File: config.mk
export PLATFORM = sky130hd
export DESIGN_NAME = duty_slew_ctrl
export DESIGN_NICKNAME = d
export VERILOG_FILES = /design/src/rtl/duty_slew_ctrl.sv
export SDC_FILE = /design/constraint.sdc
export NUM_CORES = 1
export LEC_CHECK = 0
export CAP_MARGIN = 20
export CORE_MARGIN = 3
export CORE_UTILIZATION = 65
export DETAILED_ROUTE_END_ITERATION = 16
export DONT_BUFFER_PORTS = 1
export MAX_ROUTING_LAYER = met4
export PLACE_DENSITY = 0.93
export SYNTH_ARGS = -nofsm -noshare
export SYNTH_HDL_FRONTEND = slang
export SYNTH_SLANG_ARGS = --single-unit
File: constraint.sdc
create_clock -name clk -period 5.5 [get_ports clk]
set_input_delay 0.275 -clock clk [delete_from_list [all_inputs] [get_ports clk]]
set_output_delay 0.275 -clock clk [all_outputs]
set_load 0.05 [all_outputs]
File: src/rtl/duty_slew_ctrl.sv
// Duty-cycle slew controller: holds a written target and steps the live duty
// toward it by a programmable amount, changing only at PWM period wraps.
module duty_slew_ctrl #(
    parameter logic [7:0] RESET_DUTY = 8'h00
) (
    input  logic       clk,
    input  logic       rst_n,
    input  logic       wr,
    input  logic [7:0] wr_data,
    input  logic [7:0] step,
    output logic [7:0] duty,
    output logic       settled,
    output logic       period_tick
);

    typedef enum logic [1:0] {
        ST_SETTLED = 2'b00,
        ST_UP      = 2'b01,
        ST_DOWN    = 2'b10
    } dir_t;

    logic [7:0] cnt_r;
    logic [7:0] target_r;
    logic [7:0] duty_r;
    logic       settled_r;
    logic       period_tick_r;

    dir_t       state_s;
    logic       boundary_s;
    logic [7:0] diff_s;
    logic [7:0] duty_nxt_s;
    logic [7:0] target_nxt_s;

    // Ramp direction is derived purely from the duty/target relation.
    always_comb begin
        if (duty_r == target_r) begin
            state_s = ST_SETTLED;
        end else if (duty_r < target_r) begin
            state_s = ST_UP;
        end else begin
            state_s = ST_DOWN;
        end
    end

    // Next-state logic: the boundary update uses the target held before any
    // same-edge write, and the difference is compared before stepping so the
    // duty never overshoots or wraps.
    always_comb begin
        boundary_s   = (cnt_r == 8'hFF);
        diff_s       = 8'h00;
        duty_nxt_s   = duty_r;
        if (wr) begin
            target_nxt_s = wr_data;
        end else begin
            target_nxt_s = target_r;
        end
        if (boundary_s) begin
            case (state_s)
                ST_UP: begin
                    diff_s = target_r - duty_r;
                    if ((step == 8'h00) || (diff_s <= step)) begin
                        duty_nxt_s = target_r;
                    end else begin
                        duty_nxt_s = duty_r + step;
                    end
                end
                ST_DOWN: begin
                    diff_s = duty_r - target_r;
                    if ((step == 8'h00) || (diff_s <= step)) begin
                        duty_nxt_s = target_r;
                    end else begin
                        duty_nxt_s = duty_r - step;
                    end
                end
                default: begin
                    duty_nxt_s = duty_r;
                end
            endcase
        end else begin
            duty_nxt_s = duty_r;
        end
    end

    // State registers; status flags are computed from next values so they
    // line up with the registered duty and target they describe.
    always_ff @(posedge clk or negedge rst_n) begin
        if (!rst_n) begin
            cnt_r         <= 8'h00;
            target_r      <= RESET_DUTY;
            duty_r        <= RESET_DUTY;
            settled_r     <= 1'b1;
            period_tick_r <= 1'b1;
        end else begin
            cnt_r         <= cnt_r + 8'd1;
            target_r      <= target_nxt_s;
            duty_r        <= duty_nxt_s;
            settled_r     <= (duty_nxt_s == target_nxt_s);
            period_tick_r <= boundary_s;
        end
    end

    assign duty        = duty_r;
    assign settled     = settled_r;
    assign period_tick = period_tick_r;

endmodule

# [After elaboration in Yosys (flattened, before gate mapping)]
# Index checks and enable logic that the tools add are counted.
[totals] reg_bits=26 latchBits=0 ramBits=0 rom_bits=0 input_bits=19 output_inout_bits=10 elab_cells=28 memories=0
[classes] addsub=5 n_mul=0 div=0 magnitude_cmp=3 n_eq_ne=5 n_shift=0 muxes=7 n_bitwise=0 reduce_logical=3
[ops] cell="$mux W8" count=4
[ops] cell="$sub A8 B8 Y8" count=3
[ops] cell="$eq A8 B8 Y1" count=2
[ops] cell="$le A8 B8 Y1" count=2
[ops] cell="$pmux W8 S2" count=1
[ops] cell="$add A8 B1 Y8 const B" count=1
[ops] cell="$add A8 B8 Y8" count=1
[ops] cell="$eq A8 B8 Y1 const B" count=1
[ops] cell="$logic_not A8 Y1" count=1
[ops] cell="$lt A8 B8 Y1" count=1
[ops] cell="$mux W2" count=2
[ops] cell="$eq A2 B1 Y1 const B" count=1
[ops] cell="$eq A2 B2 Y1 const B" count=1
[ops] cell="$logic_or A1 B1 Y1" count=2

# [Longest topological paths before layout]
# Gate-level depths: netlist of run 1.
[depth] depth_word=7 ltp_mapped=20

# [Worst setup path before layout of run 1]
# OpenSTA, ideal clock, no wires.
[synth_timing] path_type="reg2reg" startpoint="register duty_r[1], in the netlist duty[1]" endpoint="register settled_r, in the netlist settled" arrival_ps=4274 setup_slack_ps=1163 stages_incl_launch_ff=19 path_buffers=1 period_less_slack_ps=4337 path_cell_list="dfrtp_1 -> inv_1 -> fa_1 -> nand2b_1 -> a21oi_1 -> a21o_1 -> a21oi_1 -> xnor2_1 -> ha_1 -> nand4_1 -> or2_2 -> and3_1 -> clkbuf_1 -> nand2_1 -> or3_1 -> nand4b_2 -> or2_1 -> a2111oi_2 -> and3_1"
[synth_via] elab_chain_cells=7 word_cells_on_any_way=19
[synth_lines] item="start, declared" line_no="24" text="logic [7:0] duty_r;"
[synth_lines] item="start signal, assigned" line_no="96" text="duty_r <= duty_nxt_s;"
[synth_lines] item="$sub A8 B8 Y8 (tied with other cells)" line_no="68" text="diff_s = duty_r - target_r;"
[synth_lines] item="$le A8 B8 Y1 (tied with other cells)" line_no="69" text="if ((step == 8'h00) || (diff_s <= step)) begin"
[synth_lines] item="$logic_or A1 B1 Y1 (tied with other cells)" line_no="69"
[synth_lines] item="$mux W8 (tied with other cells)" line_no="69"
[synth_lines] item="$pmux W8 S2 *" line_no="58" text="case (state_s)"
[synth_lines] item="$mux W8 *" line_no="57" text="if (boundary_s) begin"
[synth_lines] item="via duty_nxt_s[7]" line_no="31" text="logic [7:0] duty_nxt_s;"
[synth_lines] item="$eq A8 B8 Y1 *" line_no="97" text="settled_r <= (duty_nxt_s == target_nxt_s);"
[synth_lines] item="end signal, assigned" line_no="97"
[synth_lines] item="end, declared" line_no="25" text="logic settled_r;"
# Mark *: on every way through the listed nets, which the timed path passes. The rest lies on a longest branch.

# [Worst setup path after layout of run 1]
[layout_timing] startpoint="register duty_r[0], in the netlist duty[0]" endpoint="register settled_r, in the netlist settled"
# The elaborated chain is that of the path after synthesis.

==> results of run 1 <==
-- cell usage in the layout (no fill, tap or decap), types with 6 or more instances in the layout --
| cell | count |
|---|---|
| sky130_fd_sc_hd__ha_1 | 45 |
| sky130_fd_sc_hd__a21oi_1 | 42 |
| sky130_fd_sc_hd__inv_1 | 41 |
| sky130_fd_sc_hd__xnor2_1 | 24 |
| sky130_fd_sc_hd__dfrtp_1 | 24 |
| sky130_fd_sc_hd__nand2_1 | 23 |
| sky130_fd_sc_hd__o21ai_0 | 16 |
| sky130_fd_sc_hd__nor2_1 | 12 |
| sky130_fd_sc_hd__nand3_1 | 8 |
| sky130_fd_sc_hd__nor3_1 | 8 |
| sky130_fd_sc_hd__xor2_1 | 7 |
| sky130_fd_sc_hd__o21bai_1 | 6 |
| sky130_fd_sc_hd__nor2b_1 | 6 |
| sky130_fd_sc_hd__and4_1 | 6 |
-- stage by stage --
| step | instances | hold WS, ns |
|---|---|---|
| after detailed placement | 416 | -0.0200 |
| after CTS | 422 | 0.166 |
| after floorplan | 372 | -0.0206 |
| final | 422 | 0.182 |
| after global placement | 416 | -0.0200 |
| after global routing | 422 | 0.190 |
-- flip-flops by register name (all words and copies together) (netlist names) --
register / cells
settled: 1
target_r: 8
cnt_r: 8
duty: 8
period_tick: 1
-- worst max-delay path: cells and delay by family (launching register included) --
kind / cells / cell delay [ns]
adders and majority gates: 3 / 0.97
xor gates and xnor gates: 1 / 0.17
and+or+nand+nor: 7 / 1.51
DFF: 1 / 0.74
AOI/OAI and AO/OA: 6 / 1.29
buffers and inverters: 1 / 0.19
-- layout make-up --
class / count / area share [%]
Clock buffer: 3 / 1.28
Clock inverter: 1 / 0.931
Inverter: 41 / 4.77
Multi-Input combinational cell: 292 / 68.7
Sequential cell: 26 / 20.2
Tap cell: 52 / 2.02
Timing Repair Buffer: 7 / 2.09
-- Yosys cell counts, drive strengths merged (7+ instances only) --
cell and n:
ha 45, nor2 12, inv 41, o21ai 20, buf 8, dfrtp 24
a21oi 42, nor3 8, nand3 8, xnor2 24, nand2 24, xor2 7
-- metal layers --
| layer | up-vias | GRT usage (%) |
|---|---|---|
| met5 | - | - |
| met4 | 0 | 8.70 |
| met3 | 20 | 5.74 |
| met2 | 169 | 54.1 |
| met1 | 1386 | 46.0 |
| li1 | 1337 | - |
-- where the power goes --
group	internal [uW]	switching, uW	total (uW)	leakage, uW
clock	97.5	61.6	159	0.0000357
combinational	108	184	291	0.00115
sequential	197	8.12	205	0.000295
-- kinds of logic (layout without fill, tap and decap cells) --
group	after synthesis	in the layout	share of synthesized area (%)
compound gates	116	116	24.7
xor+xnor	31	31	8.79
fa+ha+maj	49	49	20.8
buf+inv	54	52	7.17
flops	26	26	21.1
mux	3	3	0.972
simple gates	93	93	16.5
-- how the worst min path moves through the flow --
stage | end | from | slack, ns
finish | target_r[2] | wr | 0.18
global route | target_r[7] | wr | 0.19
CTS | target_r[7] | wr | 0.17
detailed placement | duty[6] | rst_n | -0.02
global placement | duty[6] | rst_n | -0.02
floorplan | cnt_r[0] | rst_n | -0.02
==> flow_summary.json, run 1 <==
{
  "fp.dieArea_sq_um": 5620,
  "static-leakage-power_uw": 0.00148,
  "ys.warnings.count": 0,
  "final.setup.tns_ns": 0,
  "wirelength_um": 8920,
  "critical_path.reg2reg.endpoint": "settled",
  "worst_case_setup_slack_after_placement_ns": 0.723,
  "num_rows": 24,
  "gr-usage-all-layers_pct": 34.3,
  "timing.hold.worst_path_depth": 1,
  "worstPathMaxFanout": 6,
  "critical_path_startpoint": "duty[0]",
  "detailroute.via_count": 2912,
  "grt_max_degree": 27,
  "slew_headroom_pct": 49.9,
  "crit_path_end": "settled",
  "post-route-worst-setup-slack_ns": 0.563,
  "drv.max_cap_violation_count": 0,
  "post-cts-setup-buffer-count": 0,
  "setup_viol_count_final": 0,
  "final_core_util_pct": 72.1,
  "layout-drive-gt1-share_pct": 5.68,
  "final-max-slew-violation-count": 0,
  "htreeDepth": 1,
  "dominantRegCellSynth": "sky130_fd_sc_hd__dfrtp_1",
  "detail_route.wl_per_cell_um": 21.1,
  "drc": 0,
  "wirelength_met1_um": 3730,
  "finish.net_count": 439,
  "dp.final_hpwl_um": 7000,
  "finalCritPeriodShare_pct": 89.8,
  "timing_worst_setup_path_type": "reg2reg",
  "timing.rr.start": "duty[0]",
  "cts_made_buffers": 3,
  "core_region_area_sq_um": 4470,
  "final_hold_viol_count": 0,
  "num_antenna_cells": 0,
  "clkSinkCount": 26,
  "synth-edff-count": 0,
  "grt_remaining_overflow": 0,
  "cts_hold_buf": 2,
  "dieHeight_um": 75.0,
  "netlist-cell-type-count": 62,
  "floorplan.initialDensity_pct": 69.1,
  "route.antenna.remaining_nets": 0,
  "clk_latency_ns": 0.28,
  "drt_first_pass_iters": 6,
  "fraction_of_post_synthesis_cell_area_in_the_top_cell_type_by_area_pct": 19.4,
  "route.met3.wl_um": 798,
  "clkSlewWorstSetupHoldPaths_ns": 0.09,
  "synthToLayoutAreaGrowth_pct": 4.41,
  "synth_area_sq_um": 3090,
  "clk_root_buffer_cell": "sky130_fd_sc_hd__clkbuf_8",
  "io-pin-count": 29,
  "detail_route.vias_per_cell": 6.90,
  "outcome": "finished clean",
  "multi_input_area_sq_um": 2220,
  "critical_path.cell_chain": "inv_1, ha_1, fa_1, nand2b_1, a21oi_1, a21o_1, a21oi_1, xnor2_1, ha_1, o21ai_0, o211ai_1, nand3_1, nor2_1, or3_1, nand4b_2, or2_1, a2111oi_2, and3_1",
  "max_clock_freq_ghz": 0.203,
  "synth-seq-area-share_pct": 21.1,
  "first_pass_grt_wire_length_um": 14000,
  "finalWorstPathRequiredPeriod_ns": 4.94,
  "seqCellArea_sq_um": 653,
  "hp-class": "in2reg",
  "number_of_antenna_violations_at_the_first_check_in_global_routing": 0,
  "tritoncts": "built",
  "startpoint_type": "flop",
  "ys_ff_latch": 26,
  "placed_cell_area_sq_um": 3130,
  "postSynth.asyncResetShare_pct": 100,
  "rsz_0062_raised_after_global_routing": "false",
  "timing.critical_path.slowest_stage_cell": "sky130_fd_sc_hd__dfrtp_1",
  "ff2ff_path_depth": 18,
  "route.met2.wl_um": 4190,
  "final.setup_skew_ns": 0.0109,
  "buffer_ports.inserted": 0,
  "synth_top_area_cell": "sky130_fd_sc_hd__dfrtp_1",
  "synthesis.area_per_instance_sq_um": 8.31,
  "cts_buffer_depth": 2,
  "cpPeakStageDelay_ns": 0.74,
  "fillCellCount": 369,
  "cp_data_arrival_time_ns": 5.16,
  "die_width_um": 75.0,
  "worst_slew_pin_slew_ns": 0.751,
  "power.density_nw_per_um2": 203,
  "ir_worst_vdd_mv": 0.221,
  "worst-endpoint-required_ns": 5.73,
  "fin_area_sq_um": 3230,
  "violation_count_after_the_first_detailed_route_iteration": 195,
  "highest-signal-layer": "met4",
  "gp_congestion": 1.01,
  "regToRegSetupSlack_ns": 0.56,
  "synth.top_cells.by_area": "sky130_fd_sc_hd__dfrtp_1, sky130_fd_sc_hd__ha_1, sky130_fd_sc_hd__a21oi_1",
  "netlist_instances": 372,
  "cts_resized": 0,
  "syn_nets": 440,
  "post-layout-total-power_uw": 655,
  "timing.critical_path.to_type": "flop",
  "first_global_vias": 2719
}
(Power assumes the default switching activity.)
==> inputs of run 2 (changes only) <==
--- a/config.mk
+++ b/config.mk
@@ -5,13 +5,14 @@
 export SDC_FILE = /design/constraint.sdc
 export NUM_CORES = 1
 export LEC_CHECK = 0
+export ABC_AREA = 1
 export CAP_MARGIN = 20
 export CORE_MARGIN = 3
-export CORE_UTILIZATION = 65
+export CORE_UTILIZATION = 70
 export DETAILED_ROUTE_END_ITERATION = 16
 export DONT_BUFFER_PORTS = 1
 export MAX_ROUTING_LAYER = met4
-export PLACE_DENSITY = 0.93
+export PLACE_DENSITY = 0.95
 export SYNTH_ARGS = -nofsm -noshare
 export SYNTH_HDL_FRONTEND = slang
 export SYNTH_SLANG_ARGS = --single-unit
==> constraint.sdc (replaced) <==
create_clock -name clk -period 6.4 [get_ports clk]
set_input_delay 0.32 -clock clk [delete_from_list [all_inputs] [get_ports clk]]
set_output_delay 0.32 -clock clk [all_outputs]
set_load 0.005 [all_outputs]
==> run 2 against run 1 <==
  * Design area up 3.2%
  * Combinational power down 18%
  * Setup slack improved by 2.0 ns
  * Final cell count is 27% higher
  * Global-route usage decreased by 1.7 points
  * Non-clock buffer count fell by 5
==> flow_summary.json, run 2 <==
{
  "wirelength_met1_um": 3410,
  "drc": 0,
  "dominantRegCellSynth": "sky130_fd_sc_hd__dfrtp_1",
  "regToRegSetupSlack_ns": 2.55,
  "detail_route.wl_per_cell_um": 15.0,
  "slew_headroom_pct": 67.4,
  "post_synth_most_frequent_cells": "sky130_fd_sc_hd__nand2_1, sky130_fd_sc_hd__inv_1, sky130_fd_sc_hd__nand3_1",
  "synthesis.area_per_instance_sq_um": 6.63,
  "violation_count_after_the_first_detailed_route_iteration": 232,
  "final.setup_skew_ns": 0.00501,
  "placedCellCount": 530,
  "fp.dieArea_sq_um": 5460,
  "num_antenna_cells": 0,
  "finalWorstPathRequiredPeriod_ns": 3.85,
  "final_hold_viol_count": 0,
  "finalCritPeriodShare_pct": 60.1,
  "io-pin-count": 29,
  "buffer_ports.inserted": 0,
  "post-synth-top-count-cell": "sky130_fd_sc_hd__nand2_1",
  "outcome": "finished clean",
  "clkSinkCount": 26,
  "rsz_0062_raised_after_global_routing": "false",
  "htreeDepth": 1,
  "holdPathEnd": "target_r[5]",
  "cts_buffer_depth": 2,
  "synth-edff-count": 0,
  "power.density_nw_per_um2": 164,
  "grt_max_degree": 27,
  "synthToLayoutAreaGrowth_pct": 3.18,
  "post-cts-setup-buffer-count": 0,
  "clk_latency_ns": 0.27,
  "layout-drive-gt1-share_pct": 4.55,
  "syn_nets": 555,
  "postSynth.asyncResetShare_pct": 100,
  "number_of_antenna_violations_at_the_first_check_in_global_routing": 0,
  "cts_made_buffers": 3,
  "netlist-cell-type-count": 32,
  "gp_congestion": 1.09,
  "detailroute.via_count": 3066,
  "ir_worst_vdd_mv": 0.182,
  "worstPathMaxFanout": 8,
  "wirelength_um": 8020,
  "route.antenna.remaining_nets": 0,
  "floorplan.initialDensity_pct": 73.1,
  "timing.critical_path.to_type": "flop",
  "worst-endpoint-required_ns": 6.62,
  "drt_first_pass_iters": 5,
  "critical_path.reg2reg.endpoint": "settled",
  "synth.top_cells.by_area": "sky130_fd_sc_hd__dfrtp_1, sky130_fd_sc_hd__nand2_1, sky130_fd_sc_hd__ha_1",
  "hp-class": "in2reg",
  "final_cell_mix": "sky130_fd_sc_hd__nand2_1, sky130_fd_sc_hd__inv_1, sky130_fd_sc_hd__nand3_1, sky130_fd_sc_hd__ha_1, sky130_fd_sc_hd__nor2_1",
  "core_region_area_sq_um": 4410,
  "ff2ff_path_depth": 24,
  "timing.rr.start": "duty[2]",
  "timing.hold.worst_path_depth": 2,
  "static-leakage-power_uw": 0.00194,
  "ys.warnings.count": 0,
  "die_width_um": 73.9,
  "worst_slew_pin_slew_ns": 0.484,
  "ys_ff_latch": 26,
  "route.met3.wl_um": 495,
  "fraction_of_post_synthesis_cell_area_in_the_top_cell_type_by_area_pct": 18.6,
  "clkSlewWorstSetupHoldPaths_ns": 0.09,
  "max_clock_freq_ghz": 0.260,
  "synth-seq-area-share_pct": 20.2,
  "setup_viol_count_final": 0,
  "timing_worst_setup_path_type": "reg2reg",
  "grt_remaining_overflow": 0,
  "gr-usage-all-layers_pct": 32.6,
  "layout.cells.non_filler": 536,
  "cts_resized": 0,
  "synth_top_area_cell": "sky130_fd_sc_hd__dfrtp_1",
  "final-max-slew-violation-count": 0,
  "drv.max_cap_violation_count": 0,
  "route.met2.wl_um": 3950,
  "first_pass_grt_wire_length_um": 13400,
  "netlist_instances": 487,
  "mostFrequentLayoutCell": "sky130_fd_sc_hd__nand2_1",
  "tritoncts": "built",
  "highest-signal-layer": "met4",
  "finish.net_count": 553,
  "clk_root_buffer_cell": "sky130_fd_sc_hd__clkbuf_8",
  "cp_data_arrival_time_ns": 4.06,
  "detail_route.vias_per_cell": 5.72,
  "num_rows": 24,
  "final.setup.tns_ns": 0,
  "startpoint_type": "flop",
  "synth_area_sq_um": 3230,
  "worstHoldStart": "wr",
  "dieHeight_um": 73.9,
  "first_global_vias": 2861,
  "post-layout-total-power_uw": 547,
  "cts_hold_buf": 2,
  "dp.final_hpwl_um": 6710
}
==> run 2: power by group <==
part	internal, uW	switching [uW]	total (uW)
Clock	83.7	50.1	134
Combinational	85.6	154	240
Sequential	169	5.16	174
==> run 2: critical path, stage by stage, from the launching register on <==
cell                      delay [ns]
sky130_fd_sc_hd__dfrtp_1        0.50
sky130_fd_sc_hd__inv_1          0.08
sky130_fd_sc_hd__ha_1           0.43
sky130_fd_sc_hd__nand2_1        0.13
sky130_fd_sc_hd__o21ai_0        0.42
sky130_fd_sc_hd__a21oi_1        0.17
sky130_fd_sc_hd__xor2_1         0.17
sky130_fd_sc_hd__inv_1          0.06
sky130_fd_sc_hd__ha_1           0.30
sky130_fd_sc_hd__nand2_1        0.08
sky130_fd_sc_hd__nor2_1         0.16
sky130_fd_sc_hd__nand2_1        0.06
sky130_fd_sc_hd__o21ai_1        0.11
sky130_fd_sc_hd__inv_1          0.13
sky130_fd_sc_hd__nand2_2        0.18
sky130_fd_sc_hd__nand2_1        0.07
sky130_fd_sc_hd__nand3_1        0.06
sky130_fd_sc_hd__nand2_1        0.06
sky130_fd_sc_hd__nand2_1        0.09
sky130_fd_sc_hd__nand2_1        0.08
sky130_fd_sc_hd__nand2_1        0.06
sky130_fd_sc_hd__nand2_1        0.05
sky130_fd_sc_hd__nor2_1         0.17
sky130_fd_sc_hd__nand2_1        0.08
sky130_fd_sc_hd__nor2_1         0.10
==> run 2: final cells by class <==
type                    count  area, sq um
multi-input cells         372         2210
fillers                   348         1080
flip-flops and latches     26          653
inverters                  80          300
well taps                  52         65.1
clock buffers               3         41.3
clock inverters             1         30.0
repair buffers              2         30.0
==> run 2: kinds of logic after synthesis <==
logic type | synth area share [%]
AO/OA/AOI/OAI | 8.88
XOR/XNOR | 5.97
adder cells (fa/ha/maj) | 19.9
buffers and inverters | 11.3
flip-flops | 20.2
AND/OR/NAND/NOR | 33.7
==> run 2: worst max path at each step <==
stage                     startpoint  endpoint  slack, ns  cells after the start
after floorplan              duty[1]   settled       3.31                     22
after global placement       duty[1]   settled       2.84                     23
after detailed placement     duty[2]   settled       2.66                     24
after CTS                    duty[2]   settled       2.62                     24
after global routing         duty[1]   settled       2.13                     23
final                        duty[2]   settled       2.55                     24
==> run 2: per-layer routing <==
metal  vias to the layer above  track usage [%]
li1                       1523                -
met1                      1401             41.2
met2                       121             54.4
met4                         0             10.5
met3                        21             3.42
met5                         -                -
==> run 2: stage by stage <==
| step | utilization, % | setup WS, ns | cell area, sq um | hold WS (ns) |
|---|---|---|---|---|
| 2_1_floorplan | - | 3.31 | 3230 | 0.0244 |
| 3_3_place_gp | 73.2 | 2.84 | 3230 | 0.0249 |
| 3_5_place_dp | 73.2 | 2.66 | 3230 | 0.0248 |
| 4_1_cts | 75.5 | 2.62 | 3330 | 0.248 |
| 5_1_grt | 75.5 | 2.13 | 3330 | 0.267 |
| 6_report | 75.5 | 2.55 | 3330 | 0.247 |
